$ cat src/rtl/prog_sequencer_pkg.sv
// prog_sequencer_pkg
//   Shared definitions for the program sequencer: default widths, the
//   sequencer state type and the per-program base address table.
package prog_sequencer_pkg;

    localparam int DEF_PC_W       = 11;
    localparam int DEF_CYC_W      = 16;
    localparam int DEF_NUM_PROGS  = 3;
    localparam int DEF_START_HOLD = 2;
    localparam int DEF_WDOG_LIMIT = 1000;

    // Hold counter covers START_HOLD values 0..15.
    localparam int HOLD_W = 4;

    typedef enum logic [2:0] {
        S_IDLE   = 3'd0,
        S_LOAD   = 3'd1,
        S_HOLD   = 3'd2,
        S_RUN    = 3'd3,
        S_REPORT = 3'd4,
        S_FINISH = 3'd5
    } seq_state_t;

    // Base PC of each program.
    function automatic logic [10:0] base_pc(input logic [1:0] idx);
        case (idx)
            2'd0:    return 11'd0;
            2'd1:    return 11'd128;
            2'd2:    return 11'd256;
            default: return 11'd384;
        endcase
    endfunction

endpackage

$ cat src/rtl/prog_sequencer_seq_cycle_counter.sv
// seq_cycle_counter
//   Saturating cycle counter with synchronous clear and enable, plus a
//   compare against a limit value.
//   Ports:
//     clk, reset     clock, synchronous active-high reset
//     clear          load zero (takes priority over enable)
//     enable         count up by one; holds at all-ones
//     limit          compare value for at_limit
//     count          current count (registered)
//     at_limit       count equals limit
module seq_cycle_counter
    import prog_sequencer_pkg::*;
#(
    parameter int CYC_W = DEF_CYC_W
) (
    input  logic             clk,
    input  logic             reset,
    input  logic             clear,
    input  logic             enable,
    input  logic [CYC_W-1:0] limit,
    output logic [CYC_W-1:0] count,
    output logic             at_limit
);

    always_ff @(posedge clk) begin
        if (reset || clear) begin
            count <= '0;
        end else if (enable && (count != '1)) begin
            count <= count + CYC_W'(1);
        end
    end

    always_comb begin
        at_limit = (count == limit);
    end

endmodule

$ cat src/rtl/prog_sequencer.sv
// prog_sequencer
//   Runs NUM_PROGS core programs back to back. For each program it strobes
//   a PC load to the program's base address, holds the fetch unit with
//   start for 1+START_HOLD cycles, counts RUN cycles until core_done and
//   reports the count with a one-cycle cyc_valid pulse.
//   Optional build macro: SEQ_WATCHDOG_EN -- aborts a program whose RUN
//   count reaches WDOG_LIMIT, reporting it with err alongside cyc_valid.
//   Ports:
//     clk, reset   clock, synchronous active-high reset
//     go           level request to run the series (registered before use)
//     core_done    current program finished (only observed in RUN)
//     start        fetch hold request
//     load_pc      one-cycle PC load strobe, load_addr is the target
//     load_addr    base address of the current program
//     prog_idx     index of current/last program
//     busy         series in progress
//     all_done     series complete, waiting for go to drop
//     cyc_valid    cyc_count valid for prog_idx
//     cyc_count    RUN-cycle count of current/last program
//     err          watchdog abort, coincident with cyc_valid
module prog_sequencer
    import prog_sequencer_pkg::*;
#(
    parameter int PC_W       = DEF_PC_W,
    parameter int NUM_PROGS  = DEF_NUM_PROGS,
    parameter int CYC_W      = DEF_CYC_W,
    parameter int START_HOLD = DEF_START_HOLD,
    parameter int WDOG_LIMIT = DEF_WDOG_LIMIT
) (
    input  logic             clk,
    input  logic             reset,
    input  logic             go,
    input  logic             core_done,
    output logic             start,
    output logic             load_pc,
    output logic [PC_W-1:0]  load_addr,
    output logic [1:0]       prog_idx,
    output logic             busy,
    output logic             all_done,
    output logic             cyc_valid,
    output logic [CYC_W-1:0] cyc_count,
    output logic             err
);

    localparam logic [1:0] LAST_IDX = 2'(NUM_PROGS - 1);

`ifdef SEQ_WATCHDOG_EN
    localparam bit WDOG_ON = 1'b1;
`else
    localparam bit WDOG_ON = 1'b0;
`endif

    // Without the watchdog the limit is all-ones and only marks saturation.
    // A watchdog limit beyond the counter range trips at saturation.
    localparam logic [CYC_W-1:0] CNT_LIMIT =
        (!WDOG_ON || (longint'(WDOG_LIMIT) > ((longint'(1) << CYC_W) - 1)))
            ? '1 : CYC_W'(WDOG_LIMIT);

    seq_state_t        state, nxt;
    logic [1:0]        nxt_idx;
    logic              go_q;
    logic [HOLD_W-1:0] hold_cnt;
    logic              cnt_clear, cnt_en, at_limit, wd_trip;

`ifdef SEQ_WATCHDOG_EN
    always_comb begin
        wd_trip = (state == S_RUN) && !core_done && at_limit;
    end
`else
    always_comb begin
        wd_trip = 1'b0;
    end
`endif

    always_comb begin
        nxt     = state;
        nxt_idx = prog_idx;
        case (state)
            S_IDLE: begin
                if (go_q) begin
                    nxt     = S_LOAD;
                    nxt_idx = '0;
                end
            end
            S_LOAD:   nxt = (START_HOLD == 0) ? S_RUN : S_HOLD;
            S_HOLD: begin
                if ((5'(hold_cnt) + 5'd1) == 5'(START_HOLD)) nxt = S_RUN;
            end
            S_RUN: begin
                if (core_done || wd_trip) nxt = S_REPORT;
            end
            S_REPORT: begin
                if (prog_idx == LAST_IDX) begin
                    nxt = S_FINISH;
                end else begin
                    nxt     = S_LOAD;
                    nxt_idx = prog_idx + 2'd1;
                end
            end
            S_FINISH: begin
                if (!go_q) nxt = S_IDLE;
            end
            default:  nxt = S_IDLE;
        endcase

        cnt_clear = (nxt == S_RUN) && (state != S_RUN);
        cnt_en    = (state == S_RUN) && !core_done && !at_limit;
    end

    // Outputs are registered from the next state so they line up with it.
    always_ff @(posedge clk) begin
        if (reset) begin
            state     <= S_IDLE;
            go_q      <= 1'b0;
            hold_cnt  <= '0;
            start     <= 1'b0;
            load_pc   <= 1'b0;
            load_addr <= '0;
            prog_idx  <= '0;
            busy      <= 1'b0;
            all_done  <= 1'b0;
            cyc_valid <= 1'b0;
            err       <= 1'b0;
        end else begin
            state     <= nxt;
            go_q      <= go;
            prog_idx  <= nxt_idx;
            start     <= (nxt == S_LOAD) || (nxt == S_HOLD);
            load_pc   <= (nxt == S_LOAD);
            busy      <= (nxt == S_LOAD) || (nxt == S_HOLD) ||
                         (nxt == S_RUN)  || (nxt == S_REPORT);
            all_done  <= (nxt == S_FINISH);
            cyc_valid <= (nxt == S_REPORT);
            err       <= wd_trip;
            if (nxt == S_LOAD) load_addr <= PC_W'(base_pc(nxt_idx));
            if (state == S_LOAD) begin
                hold_cnt <= '0;
            end else if (state == S_HOLD) begin
                hold_cnt <= hold_cnt + HOLD_W'(1);
            end
        end
    end

    seq_cycle_counter #(
        .CYC_W (CYC_W)
    ) u_cnt (
        .clk      (clk),
        .reset    (reset),
        .clear    (cnt_clear),
        .enable   (cnt_en),
        .limit    (CNT_LIMIT),
        .count    (cyc_count),
        .at_limit (at_limit)
    );

endmodule
$ cat config.mk
export PLATFORM = sky130hd
export DESIGN_NAME = prog_sequencer
export DESIGN_NICKNAME = d
export VERILOG_FILES = /design/src/rtl/prog_sequencer_pkg.sv /design/src/rtl/prog_sequencer_seq_cycle_counter.sv /design/src/rtl/prog_sequencer.sv
export SDC_FILE = /design/constraint.sdc
export NUM_CORES = 1
export LEC_CHECK = 0
export BUFFER_PORTS_ARGS = -buffer_cell sky130_fd_sc_hd__buf_2
export CAP_MARGIN = 10
export CORE_ASPECT_RATIO = 1.5
export CORE_UTILIZATION = 57
export CTS_BUF_LIST = sky130_fd_sc_hd__clkbuf_16
export CTS_CLUSTER_SIZE = 16
export DETAILED_ROUTE_END_ITERATION = 12
export PLACE_DENSITY_LB_ADDON = 0.05
export SETUP_SLACK_MARGIN = 0.02
export SYNTH_ARGS = -nofsm -noshare
export SYNTH_HDL_FRONTEND = slang
export SYNTH_SLANG_ARGS = --single-unit
$ cat constraint.sdc
create_clock -name clk -period 2.88 [get_ports clk]
set_clock_uncertainty 0.1 [all_clocks]
set_input_delay 0.288 -clock clk [delete_from_list [all_inputs] [get_ports clk]]
set_output_delay 0.288 -clock clk [all_outputs]
set_load 0.01 [all_outputs]
[Yosys cells after proc, flatten, opt, wreduce, memory -nomap -nowiden]
Cells that the tools add are included.
Cells by class
  $add $sub $neg: 4
  equal/unequal tests: 17
  muxes and demuxes: 10
  reduce and logical (&&, ||, !) cells: 13
Operators by type and width (number)
  $pmux W9 S3: 1
  $pmux W3 S6: 1
  $add A16 B1 Y16 const B: 1
  $eq A16 B16 Y1 const B: 1
  $ne A16 B16 Y1 const B: 1
  $mux W3: 5
  $eq A3 B2 Y1 const B: 4
  $eq A3 B3 Y1 const B: 4
  $eq A3 B1 Y1 const B: 2
  $add A4 B1 Y5 const B: 1
  $eq A5 B2 Y1 const B: 1
  $add A4 B1 Y4 const B: 1
  $eq A2 B2 Y1 const B: 2
  $logic_and A1 B1 Y1: 4
  $logic_or A1 B1 Y1: 4
  $mux W2: 2
  $pmux W2 S2: 1
  $logic_not A3 Y1: 1
  $ne A3 B2 Y1 const B: 1
  $add A2 B1 Y2 const B: 1
  $eq A2 B1 Y1 const B: 1
  $logic_not A1 Y1: 2
  $logic_not A2 Y1: 1
  $reduce_or A2 Y1: 1
Storage, ports and cells
  register bits: 42
  bits of input ports: 4
  output and inout bits: 35
  logic and storage cells: 55

[Logic depth before layout (Yosys ltp)]
Gate-level depths: netlist (run 1).
  depth after elaboration: 8
  mapped depth: 8
  mapped depth without buffers: 6

[By module]
A second synthesis (run 1) with hierarchy kept.
Second synthesis, totals
  cells, all modules: 237
  area total of the unflattened synthesis: 2016.9 µm²
By module, submodules not included
  seq_cycle_counter: times used 1, cells an instance 128, area an instance 1043.5 µm², seq. area each 320.3 µm²
  prog_sequencer: times used 1, cells an instance 109, area an instance 973.4 µm², seq. area each 340.3 µm²

[Worst setup path before layout (run 1)]
No wires, ideal clock.
  kind: register -> register
  from: register u_cnt.count[2]
  to: register u_cnt.count[15]
  library setup time: 70 ps
  arrival time: 1506 ps
  data required time: 2710 ps
  setup slack: 1205 ps
  cell stages (with the launch flop): 6
  path buffers: 1
  period minus slack after synthesis: 1675 ps
  cell sequence: dfxtp_1 > and4_1 > buf_2 > nand4_1 > or4_1 > a21oi_1
Between the ends
  longest elaborated chain between the ends: 4
  elaborated cells between the ends (all ways): 6
  those cells by class: 1 x add/sub; 2 x eq/ne; 3 x reduce/logical
RTL lines
  start, declared: line prog_sequencer_seq_cycle_counter.sv:21  | output logic [CYC_W-1:0] count,
  start signal, assigned: line prog_sequencer_seq_cycle_counter.sv:29  | count <= count + CYC_W'(1);
  parallel branches: the longest is 4 deep, another holds $add A16 B1 Y16
Several ways; the timed one is not identified.
A chain may end at the register's enable or synchronous reset.

[Worst setup path after layout (run 1)]
  from: register state[1]
  to: register u_cnt.count[15]
Between the ends
  longest elaborated chain between the ends: 5
  elaborated cells between the ends (all ways): 18
  those cells by class: 7 x eq/ne; 5 x mux; 6 x reduce/logical
RTL lines
  start, declared: line prog_sequencer.sv:59  | seq_state_t state, nxt;
  start signal, assigned: line prog_sequencer.sv:125  | state <= nxt;
  $eq A3 B3 Y1, or another cell as far along: line prog_sequencer.sv:78  | case (state)
  $pmux W3 S6: line prog_sequencer.sv:78
  $eq A3 B2 Y1: line prog_sequencer.sv:106  | cnt_clear = (nxt == S_RUN) && (state != S_RUN);
  $logic_and A1 B1 Y1: line prog_sequencer.sv:106
  $logic_or A1 B1 Y1: line prog_sequencer_seq_cycle_counter.sv:26  | if (reset || clear) begin
Parallel ways exist; a longest one is shown, timed or not.

==> impl_metrics.toml, run 1 <==
[status]
status = "finished clean"

[worst_setup_path]
r2r_end = "u_cnt.count[15]"
worstSetupStartpointType = "flop"
cp_slowest_stage_delay_ns = 0.59
cp_cell_sequence = "and4bb_1 -> nand4_1 -> or4_1 -> a21oi_1"
worst-r2r-cell-count = 4
crit_fanout = 15
r2r_start = "state[1]"
worst-setup-path-type = "flop to flop"
worst_path_max_delay_cell = "dfxtp_1"
cp.required_ns = 2.99
end_kind = "flop"
arrival_ns = 2.20
r2r_setup_slack_ns = 0.79

[floorplanning]
initial_core_util_pct = 60.4
die_w_um = 47.4
dieArea_um2 = 3320
ios = 39
fp.dieH_um = 70.1
rows = 24
coreArea_um2 = 2910

[logic_synthesis]
synth_compound_area_share_pct = 19.6
avgSynthCellArea_um2 = 8.42
synthMuxAreaShare_pct = 0.640
synthSimpleGateAreaFrac_pct = 28.9
synth_top_cell_area_share_pct = 37.5
synth_top_family_by_area = "simple AND/OR/NAND/NOR gates"
syn_inst = 209
synthArstFlopShare_pct = 0
ys_types = 46
synth_top_flop_cell = "dfxtp_1"
synthAdderAreaFrac_pct = 3.55
synth_commonest_cells = "33 x dfxtp_1, 18 x a21oi_1, 15 x nor2_1, 13 x nand2_1, 11 x buf_4"
synth_warnings = 0
synth_edf_count = 0
yosys-top-cells-area = "dfxtp_1 38%, a21oi_1 5.1%, buf_4 4.7%"
synth_top_area_cell = "dfxtp_1"
synth-seq-cells = 33
syn_area_um2 = 1760
synth-seq-area-share_pct = 37.5
synth-xor-area-share_pct = 0.995
yosysMostFrequentCell = "dfxtp_1"

[sta]
post-route-period-util_pct = 72.6
period_needed_ns = 2.09
finalSetupTns_ns = 0
rsz0062_at_grt = "false"
setup_viol = 0
clock.fmax_mhz = 478
finalHoldViolations = 0
max_slew_margin_pct = 60.1
hold_ws_ns = 0.128
report.final.slew_viol_count = 0
worst_pin_slew_ns = 0.594

[clock_tree]
clk_pin_slew_ns = 0.06
cts.hold.buffers_added = 0
htreeDepth = 2
ctsResizeCount = 0
tritoncts = "done"
clk_latency_ns = 0.28
root_buffer = "clkbuf_16"
cts_made_buffers = 5
cts.path.max_buffers = 2
post_cts_buffers = 0
cts_sinks = 33

[placement]
postPlaceCellArea_um2 = 1860
port_buffers = 28
hpwl_mm = 2.86
dp.cells = 266
gp_congestion = 0.822

[route]
drtPass1Iterations = 4
drt_iter0_markers = 36
vias = 1658
viasPerCell = 6.05
routed_wl_mm = 3.95
ant_nets = 0
drc_errors = 0
routedWlPerCell_um = 14.4

[global_routing]
grtUsageTotal_pct = 25.9
grt_max_degree = 22
grt_pass1_wl_mm = 6.33
grt_antenna_before_repair = 0
grt_pass1_vias = 1517
overflow = 0

[pwr]
p_per_area_nw_per_um2 = 549
peakVddDrop_mv = 0.448
p_leak_uw = 0.000750

[finish]
drive_above_1_share_pct = 17.4
final_cells = 274
design_area_um2 = 2030
num_antenna_cells = 0
final_util_pct = 69.5
nFillCells = 256
layout.nets = 243
area_growth_pct = 15.1

[worst_hold_path]
hold_path_class = "primary input to flop"
min_path_cells = 2
min_from = "go"
hold_end = "go_q"

[run]
drv_cap = 0
==> where the power goes <==
group          internal (uW)  leakage, uW  total [uW]  switching (uW)
clock                    401    0.0000826         585             184
combinational           19.0     0.000401        55.7            36.6
sequential               464     0.000267         472            7.64
==> flip-flops by register name (all words and copies together), names as in the netlist, 2 cells and up <==
| signal | cells |
|---|---|
| u_cnt.count | 16 |
| hold_cnt | 4 |
| state | 3 |
| prog_idx | 2 |
| load_addr | 2 |
==> worst max-delay path: cells and delay by family (launching register included) <==
| family | cells | cell delay [ns] |
|---|---|---|
| DFF | 1 | 0.59 |
| AOI/OAI and AO/OA | 1 | 0.15 |
| and+or+nand+nor | 3 | 1.19 |
==> stage by stage <==
step | total power, uW | setup WS (ns)
floorplan | 532 | 1.20
detailed placement | 536 | 0.795
finish | 1110 | 0.790
global placement | 534 | 0.891
global route | 1140 | 0.621
CTS | 1120 | 0.793
==> routing by layer <==
| metal | vias to the layer above | global-route usage, % | part of all wire [%] |
|---|---|---|---|
| li1 | 809 | - | - |
| met1 | 806 | 26.2 | 37 |
| met2 | 35 | 46.1 | 58 |
| met3 | 8 | 5.43 | 3.2 |
| met4 | 0 | 12.7 | 2.2 |
| met5 | - | 0 | 0 |
==> how the worst max path moves through the flow <==
stage	end	slack (ns)	startpoint	cells after the start
finish	u_cnt.count[15]	0.79	state[1]	4
CTS	u_cnt.count[15]	0.79	state[1]	4
floorplan	u_cnt.count[15]	1.20	u_cnt.count[2]	5
detailed placement	u_cnt.count[15]	0.80	state[1]	4
global route	u_cnt.count[15]	0.62	state[1]	4
global placement	u_cnt.count[15]	0.89	state[1]	4
==> area by class of cell <==
class / instances / area [um2] / area share [%]
multi-input cells: 159 / 983 / 48.5
flip-flops and latches: 33 / 661 / 32.6
repair buffers: 29 / 148 / 7.29
clock buffers: 5 / 125 / 6.18
well taps: 39 / 48.8 / 2.41
clock inverters: 3 / 37.5 / 1.85
inverters: 6 / 22.5 / 1.11
==> kinds of logic (layout without fill, tap and decap cells) <==
| logic type | Yosys count | after routing |
|---|---|---|
| buffers and inverters | 26 | 43 |
| AO/OA/AOI/OAI | 54 | 54 |
| multiplexers | 1 | 1 |
| other | 1 | 10 |
| AND/OR/NAND/NOR | 87 | 87 |
| adder cells (fa/ha/maj) | 5 | 5 |
| flip-flops | 33 | 33 |
| XOR/XNOR | 2 | 2 |
==> layout by cell type (no fill, tap or decap), drive strengths merged, types with 7 or more instances in the layout <==
master,n
o31ai,9
nor3,8
inv,7
o21ai,8
nor2,15
buf,29
a21oi,18
nand4,7
dfxtp,33
conb,10
nand2,14
or4,8
nand3,9
(Power assumes the default switching activity.)
==> run 2, diff against run 1 <==
Settings changed: CORE_UTILIZATION 57 to 48.
Clock period 2.88 ns to 1.7 ns, I/O delays scaled along.
==> impl_metrics.toml, run 2 (synthesized netlist as in run 1, its figures left out) <==
[clock_tree]
cts.path.max_buffers = 2
clk_pin_slew_ns = 0.05
tritoncts = "done"
cts_made_buffers = 5
cts_sinks = 33
clk_latency_ns = 0.28
htreeDepth = 2
root_buffer = "clkbuf_16"

[floorplanning]
fp.dieH_um = 76.2
ios = 39
coreArea_um2 = 3450
die_w_um = 51.4
initial_core_util_pct = 51.1
rows = 26
dieArea_um2 = 3920

[placement]
port_buffers = 28
dp.cells = 290
hpwl_mm = 3.08
gp_congestion = 0.833

[worst_setup_path]
worstSetupStartpointType = "flop"
worst_path_max_delay_cell = "or4_1"
worst-r2r-cell-count = 4
cp_slowest_stage_delay_ns = 0.54
r2r_start = "state[2]"
crit_fanout = 7
arrival_ns = 1.81
r2r_end = "u_cnt.count[15]"
worst-setup-path-type = "flop to flop"
r2r_setup_slack_ns = 0.006
end_kind = "flop"
cp.required_ns = 1.81
cp_cell_sequence = "and4bb_4 -> nand4_1 -> or4_1 -> a21oi_1"

[run]
drv_cap = 0

[finish]
regArea_um2 = 677
area_growth_pct = 28.9
drive_above_1_share_pct = 34.7
final_util_pct = 65.8
layout.nets = 267
final_common_cell = "buf_2"
largest_register_ffs = 16
regMostFlops = "u_cnt.count"
largest_registers = "u_cnt.count: 16 flops, hold_cnt: 4 flops, state: 3 flops"
multi_input_area_um2 = 1050
layout_common_cells = "28 x buf_2, 25 x buf_4, 22 x dfxtp_1, 15 x nor2_1, 15 x a21oi_1"
nFillCells = 305
final_cells = 301
num_antenna_cells = 0

[route]
vias = 1733
viasPerCell = 5.76
drtPass1Iterations = 4
routedWlPerCell_um = 14.3
drt_iter0_markers = 36
routed_wl_mm = 4.30
ant_nets = 0
drc_errors = 0

[worst_hold_path]
hold_path_class = "primary input to flop"
min_from = "go"
min_path_cells = 2
hold_end = "go_q"

[status]
status = "finished clean"

[pwr]
power_uw = 1760
peakVddDrop_mv = 0.628
p_per_area_nw_per_um2 = 775
p_leak_uw = 0.000874

[sta]
hold_ws_ns = 0.00799
period_needed_ns = 1.69
clock.fmax_mhz = 590
finalHoldViolations = 0
setup_viol = 0
finalSetupTns_ns = 0
report.final.slew_viol_count = 0
rsz0062_at_grt = "true"
post-route-period-util_pct = 99.6

[global_routing]
grt_antenna_before_repair = 0
grtUsageTotal_pct = 22.7
grt_max_degree = 21
overflow = 0
grt_pass1_vias = 1630
grt_pass1_wl_mm = 6.91
run 2: cell count changes in the layout (fill, tap and decap cells not counted), sizes merged:
cell / before / now
clkinv: 1 / 3
buf: 29 / 53
bufinv: 1 / 0
inv: 7 / 6
run 2: timing repair:
action,in CTS,in global routing
hold buffers,0,0
setup buffers,1,2
pin swaps,3,10
resized for setup,4,26
setup endpoints to repair,8,19
run 2: final cells by class:
type,count,area share (%)
clock buffer,5,5.52
clock inverter,3,0.552
inverter,6,0.993
multi-input combinational,159,46.3
sequential,33,29.8
tap,42,2.32
timing repair buffer,53,14.5
run 2: worst max path at each step:
stage	start	endpoint	slack [ns]
after global placement	core_done	u_cnt.count[15]	-0.03
after detailed placement	core_done	u_cnt.count[15]	-0.07
after CTS	u_cnt.count[5]	u_cnt.count[15]	0.01
final	state[2]	u_cnt.count[15]	0.006
after floorplan	u_cnt.count[2]	u_cnt.count[15]	0.02
after global routing	state[2]	u_cnt.count[8]	-0.04
run 2: metal layers:
layer	up-vias	share of wire, %	global-route usage (%)
met4	0	3.0	11.6
li1	855	-	-
met3	13	2.6	4.19
met2	36	56	41.7
met1	829	38	23.1
met5	-	0	0
run 2: critical path: cells and delay by family (launching register included):
| kind | cells | cell delay (ns) |
|---|---|---|
| flops | 1 | 0.32 |
| compound gates | 1 | 0.12 |
| simple gates | 3 | 1.09 |
run 2: stage by stage:
step / setup slack [ns] / instance area (um2)
detailed placement: -0.0713 / 2020
global route: -0.0414 / 2270
floorplan: 0.0246 / 1790
CTS: 0.0143 / 2180
global placement: -0.0261 / 2020
finish: 0.00628 / 2270
run 2: report_power, final:
group | internal, uW | switching [uW] | leakage [uW] | total, uW
clock network | 529 | 323 | 0.0000687 | 851
logic | 43.5 | 70.9 | 0.000532 | 114
registers | 784 | 8.29 | 0.000273 | 793
